## config.mk

```make
export PLATFORM = sky130hd
export DESIGN_NAME = btn_ctrl
export DESIGN_NICKNAME = d
export VERILOG_FILES = /design/src/rtl/btn_ctrl_pkg.sv /design/src/rtl/btn_ctrl_debounce.sv /design/src/rtl/btn_ctrl.sv
export SDC_FILE = /design/constraint.sdc
export NUM_CORES = 1
export LEC_CHECK = 0
export ABC_AREA = 1
export CORE_MARGIN = 1
export CORE_UTILIZATION = 28
export CTS_BUF_LIST = sky130_fd_sc_hd__clkbuf_4 sky130_fd_sc_hd__clkbuf_8
export CTS_CLUSTER_SIZE = 20
export DETAILED_ROUTE_END_ITERATION = 8
export DONT_BUFFER_PORTS = 1
export GPL_TIMING_DRIVEN = 0
export PLACE_DENSITY = 0.46
export SYNTH_ARGS = -nofsm -noshare
export SYNTH_HDL_FRONTEND = slang
export SYNTH_SLANG_ARGS = --single-unit
```

## constraint.sdc

```tcl
create_clock -name clk -period 1.8 [get_ports clk]
set_clock_uncertainty 0.15 [all_clocks]
set_input_delay 0.36 -clock clk [delete_from_list [all_inputs] [get_ports clk]]
set_output_delay 0.36 -clock clk [all_outputs]
set_load 0.005 [all_outputs]
```

## src/rtl/btn_ctrl_pkg.sv

```systemverilog
// Shared constants for the button controller: debounce defaults and the short
// debounce length used in simulation.
package btn_ctrl_pkg;

  localparam int unsigned DEB_CYCLES_DEFAULT = 500000;  // 5 ms at 100 MHz
  localparam int unsigned CNT_W_DEFAULT      = 20;
  localparam int unsigned DEB_CYCLES_SIM     = 4;

endpackage

```

## src/rtl/btn_ctrl_debounce.sv

```systemverilog
// One button channel: 2-flop synchronizer, stability counter, debounced level
// and a strobe that is high in the cycle whose edge makes the level rise.
module btn_ctrl_debounce
  import btn_ctrl_pkg::*;
#(
  parameter int unsigned DEB_CYCLES = DEB_CYCLES_DEFAULT,
  parameter int unsigned CNT_W      = CNT_W_DEFAULT
) (
  input  logic i_clk,
  input  logic i_rst_n,
  input  logic i_btn,
  output logic o_rise
);

  logic [1:0]       r_sync;
  logic             r_db;
  logic [CNT_W-1:0] r_cnt;
  logic             w_diff;
  logic             w_flip;

  assign w_diff = r_sync[1] ^ r_db;
  // The counter can hold DEB_CYCLES, which places the level change DEB_CYCLES+2
  // edges after the raw level is first sampled.
  assign w_flip = w_diff && (r_cnt == CNT_W'(DEB_CYCLES));
  assign o_rise = w_flip && r_sync[1];

  always_ff @(posedge i_clk or negedge i_rst_n) begin
    if (!i_rst_n) begin
      r_sync <= 2'b00;
      r_db   <= 1'b0;
      r_cnt  <= '0;
    end else begin
      r_sync <= {r_sync[0], i_btn};
      if (!w_diff || w_flip) begin
        r_cnt <= '0;
      end else begin
        r_cnt <= r_cnt + CNT_W'(1);
      end
      if (w_flip) begin
        r_db <= r_sync[1];
      end
    end
  end

endmodule

```

## src/rtl/btn_ctrl.sv

```systemverilog
// Pause/reset button controller: debounces both buttons, toggles the pause level
// on each pause press and emits one-cycle reset and pause-event pulses.
module btn_ctrl
  import btn_ctrl_pkg::*;
#(
  parameter int unsigned DEB_CYCLES = DEB_CYCLES_DEFAULT,
  parameter int unsigned CNT_W      = CNT_W_DEFAULT
) (
  input  logic clk,
  input  logic rst_n,
  input  logic btn_pause,
  input  logic btn_rst,
  output logic pause,
  output logic rst,
  output logic pause_ev
);

  logic w_pause_rise;
  logic w_rst_rise;
  logic r_pause;
  logic r_rst;
  logic r_pause_ev;

  btn_ctrl_debounce #(
    .DEB_CYCLES(DEB_CYCLES),
    .CNT_W     (CNT_W)
  ) u_deb_pause (
    .i_clk  (clk),
    .i_rst_n(rst_n),
    .i_btn  (btn_pause),
    .o_rise (w_pause_rise)
  );

  btn_ctrl_debounce #(
    .DEB_CYCLES(DEB_CYCLES),
    .CNT_W     (CNT_W)
  ) u_deb_rst (
    .i_clk  (clk),
    .i_rst_n(rst_n),
    .i_btn  (btn_rst),
    .o_rise (w_rst_rise)
  );

  // Outputs update on the same edge the debounced level rises.
  always_ff @(posedge clk or negedge rst_n) begin
    if (!rst_n) begin
      r_pause    <= 1'b0;
      r_rst      <= 1'b0;
      r_pause_ev <= 1'b0;
    end else begin
      r_pause    <= r_pause ^ w_pause_rise;
      r_pause_ev <= w_pause_rise;
      r_rst      <= w_rst_rise;
    end
  end

  assign pause    = r_pause;
  assign rst      = r_rst;
  assign pause_ev = r_pause_ev;

endmodule

```

Word-level counts from Yosys, hierarchy flattened
Cells that the tools add are included.

Flip-flop bits (word level): 49. Bits of input ports: 4.

Equal/unequal tests: 2. Reduce and logical (&&, ||, !) cells: 8. Mux-type cells: 2. Add/sub/neg operators: 2. Bitwise operators: 3.

Operator list (number): 20-bit by 1-bit adder with 20-bit output (second input constant) (2); 20-bit by 19-bit == test with 1-bit output (second input constant) (2); 20-bit two-way mux (2); 1-bit logical AND (4); 1-bit bitwise XOR (3); 1-bit zero test (2); 1-bit logical OR (2).

Longest topological paths before layout
Depth in word-level cells: 4. Mapped depth: 9.

Cells and area by module
From an unflattened synthesis, not the netlist that was laid out.

Cells, all modules: 345. Area total of the unflattened synthesis: 2672.6 um^2.

By module, submodules not included: btn_ctrl_debounce at u_deb_rst (area an instance 1291.2 um^2, cells an instance 169, instances 1); btn_ctrl_debounce at u_deb_pause (area an instance 1287.5 um^2, cells an instance 168, instances 1); btn_ctrl (area an instance 93.8 um^2, cells an instance 8, instances 1).

Worst setup path before layout
OpenSTA, ideal clock, no wires.

Path kind: register -> register. From: register u_deb_pause.r_cnt[0]. To: register u_deb_pause.r_cnt[16]. Data arrival time: 1.301 ns. Path buffers: 1. Cell stages (with the launch flop): 9. Setup time: 0.115 ns. Data required time: 1.535 ns. Setup slack: 0.234 ns. Cells stage by stage: dfrtp_1 > inv_1 > ha_1 > nand3_1 > nor2_2 > nand3_2 > nand2_4 > buf_12 > nor2_2.

Cells in the longest elaborated chain, start to end: 4. Elaborated cells between the ends (all ways): 5. Those cells by class: add/sub (1); eq/ne (1); mux (1); reduce/logical (2).

RTL lines: start, declared (RTL line btn_ctrl_debounce.sv:17) `logic [CNT_W-1:0] r_cnt;`; start signal, assigned (RTL line btn_ctrl_debounce.sv:37) `r_cnt <= r_cnt + CNT_W'(1);`; parallel branches: the longest is 3 deep, another holds 20-bit by 1-bit adder with 20-bit output; 20-bit two-way mux (*) (RTL line btn_ctrl_debounce.sv:34) `if (!w_diff || w_flip) begin`.

Every way passes the cells marked *. A chain may end at the register's enable or synchronous reset.

Worst setup path in the final report
From: register u_deb_pause.r_cnt[0]. To: register u_deb_pause.r_cnt[17].

Same word-level chain as after synthesis.

==> results.sh <==
export IMPL_crit_path_cell_trace="inv_1 -> ha_1 -> nand3_1 -> nor2_2 -> nand3_2 -> nand2_4 -> buf_12 -> nor2_2"
export IMPL_combPwrFrac_pct=5.6
export IMPL_die_area_um2=10200
export IMPL_die_x_um=101
export IMPL_ys_async_sr_fraction_pct=100
export IMPL_finalCritPeriodShare_pct=93.3
export IMPL_grt_usage_pct=13.2
export IMPL_avgRoutedWirePerCell_um=11.6
export IMPL_netlist_area_leader_share_pct=44.6
export IMPL_critPathMaxFanout=10
export IMPL_vias_per_cell=4.27
export IMPL_power_density_nw_per_um2=609
export IMPL_syn_area_um2=2750
export IMPL_cpPeakStageDelay_ps=450
export IMPL_worst_path_most_repeated_cell="nor2_2"
export IMPL_clock_path_buffers=2
export IMPL_synth_commonest_cells="nand2_1, nor2_1, dfrtp_1, inv_1, nand3_1"
export IMPL_drtIter0Drc=77
export IMPL_drv_cap=0
export IMPL_leakagePower_nw=1.28
export IMPL_crit_path_end_kind="register"
export IMPL_grt_max_degree=50
export IMPL_yosysTopAreaCell="dfrtp_1"
export IMPL_nets=390
export IMPL_crit_arrival_ps=1730
export IMPL_h_tree_depth=2
export IMPL_whs_path_depth=0
export IMPL_grt_pass1_wl_um=10400
export IMPL_max_slew_margin_pct=80.5
export IMPL_drc=0
export IMPL_final_area_um2=3130
export IMPL_synthesis_nets=376
export IMPL_antenna_cells=0
export IMPL_cts_tree="yes"
export IMPL_pin_count=7
export IMPL_tightest_slew_ps=291
export IMPL_swShare_pct=22.3
export IMPL_ys_top_cells_by_area="dfrtp_1, nand2_1, nor2_1, xor2_1, inv_1"
export IMPL_initial_utilization_pct=29.3
export IMPL_fp_row_count=35
export IMPL_critPathRequiredTime_ps=1850
export IMPL_cts_made_buffers=5
export IMPL_fill_cells=1049
export IMPL_place_congestion=0.778
export IMPL_period_needed_ps=1680
export IMPL_ant_nets=0
export IMPL_p_sw_mw=0.425
export IMPL_path_delay_family="simple AND/OR/NAND/NOR gates"
export IMPL_clock_sinks=49
export IMPL_reg2reg_depth=8
export IMPL_overflow=0
export IMPL_post_route_util_pct=33.4
export IMPL_yosysMostFrequentCell="nand2_1"
export IMPL_clk_pin_slew_ps=90
export IMPL_synth_cell_type_count=21
export IMPL_pwr_share_seq_pct=59.5
export IMPL_grt_pass1_vias=2048
export IMPL_routed_wl_um=5930
export IMPL_synth_edf_count=0
export IMPL_status="complete, no violations"
export IMPL_p_int_mw=1.48
export IMPL_core_area_um2=9370
export IMPL_whs_ps=204
export IMPL_vdd_ir_drop_max_mv=0.317
export IMPL_clk_latency_ps=300
export IMPL_fmax_mhz=596
export IMPL_clockPowerShare_pct=34.9
export IMPL_critPathBufInv=2
export IMPL_ys_ff_latch=49
export IMPL_dpl_cell_area_um2=2910
export IMPL_synth_ff_type="dfrtp_1"
export IMPL_hold_path_class="reg -> reg"
export IMPL_chipHeight_um=101
export IMPL_setup_violations=0
export IMPL_netlist_instances=368
export IMPL_hpwl_um=4450
export IMPL_clockRootBuffer="clkbuf_8"
export IMPL_yosysWarnings=0
export IMPL_seq_area_frac_synth_pct=44.6
export IMPL_drive_gt1_share_pct=11.5
export IMPL_io_buffers=0
export IMPL_drtPass1Iterations=4
export IMPL_startpoint_type="register"
export IMPL_hold_viol=0
export IMPL_area_growth_syn_to_layout_pct=13.8
export IMPL_slowest_stage="dfrtp_2"
export IMPL_worstSetupPathType="reg -> reg"
export IMPL_antenna_found_initial=0
export IMPL_synth_area_per_cell_um2=7.47
export IMPL_cp_num_cells=8
export IMPL_vias=2183
export IMPL_drv_slew=0
-- registers in the layout (all words and copies together), names as in the netlist --
signal	cells
u_deb_rst.r_db	1
u_deb_pause.r_db	1
pause	1
pause_ev	1
rst	1
u_deb_pause.r_cnt	20
u_deb_pause.r_sync	2
u_deb_rst.r_sync	2
u_deb_rst.r_cnt	20
-- final cells by class --
class	count	area (um^2)	area share [%]
repair buffers	7	92.6	2.96
flip-flops and latches	49	1230	39.3
well taps	129	161	5.16
inverters	39	146	4.68
clock buffers	7	90.1	2.88
plain buffers	4	47.5	1.52
multi-input cells	276	1360	43.5
-- cells by family after synthesis --
family	Yosys count	share of synthesized area, %
compound gates	4	1.00
fa+ha+maj	4	1.82
buf+inv	43	6.60
simple gates	243	38.0
flops	49	44.6
xor+xnor	25	7.97
-- routing by layer --
metal,global-route usage (%),wire length [um],up-vias
met2,18.8,2470,22
li1,-,-,1152
met4,3.01,40,0
met5,0,0,-
met3,2.91,138,2
met1,20.0,3280,1007
-- path summary, 6_finish.rpt --
kind | end | start | slack, ps
setup / recovery | u_deb_pause.r_cnt[17]$_DFF_PN0_ | u_deb_pause.r_cnt[0]$_DFF_PN0_ | 120
hold / removal | u_deb_pause.r_sync[1]$_DFF_PN0_ | u_deb_pause.r_sync[0]$_DFF_PN0_ | 200
min in group asynchronous | u_deb_pause.r_cnt[4]$_DFF_PN0_ | rst_n | 450
max in group asynchronous | u_deb_rst.r_cnt[0]$_DFF_PN0_ | rst_n | 820
hold reg to reg | u_deb_pause.r_sync[1]$_DFF_PN0_ | u_deb_pause.r_sync[0]$_DFF_PN0_ | 200
setup reg to reg | u_deb_pause.r_cnt[17]$_DFF_PN0_ | u_deb_pause.r_cnt[0]$_DFF_PN0_ | 120
-- power by group through the flow --
| stage | clock, mW | combinational, mW | sequential [mW] |
|---|---|---|---|
| after floorplan | 0 | 0.0522 | 1.15 |
| after global routing | 0.752 | 0.126 | 1.14 |
| final | 0.665 | 0.108 | 1.13 |
| after global placement | 0 | 0.0658 | 1.15 |
| after CTS | 0.710 | 0.108 | 1.13 |
| after detailed placement | 0 | 0.0660 | 1.15 |
-- layout by cell type, fill, tap and decap left out, types with 2 or more instances in the layout --
cell type and instances:
nand2_1 95, ha_1 4, dlygate4sd3_1 3, nand3_2 2, o21bai_1 3, nor2_1 82, nor3_1 5, buf_12 2
buf_4 2, dfrtp_1 47, and2_1 3, inv_1 37, buf_6 2, clkbuf_8 6, nand3_1 22, xor2_1 19
inv_2 2, xnor2_1 6, nand4_1 10, nor2_2 19, dfrtp_2 2
-- what timing repair did --
item                       4_1_cts  5_1_grt
setup endpoints to repair       11       38
buffers inserted                 1        2
resized for setup                1       12
hold buffers                     4        0
hold endpoints to repair        51        0
pin swaps                        1        4
-- per-stage QoR --
step	total power, mW	cells	TNS [ps]	worst slack (ps)
after floorplan	1.20	368	0	234
after CTS	1.95	509	0	7.02
after detailed placement	1.22	497	-49.0	-9.30
after global placement	1.22	497	-127	-17.5
after global routing	2.01	511	-7.09	-5.53
final	1.90	511	0	121
No activity file was read; power rests on OpenSTA's default activity.
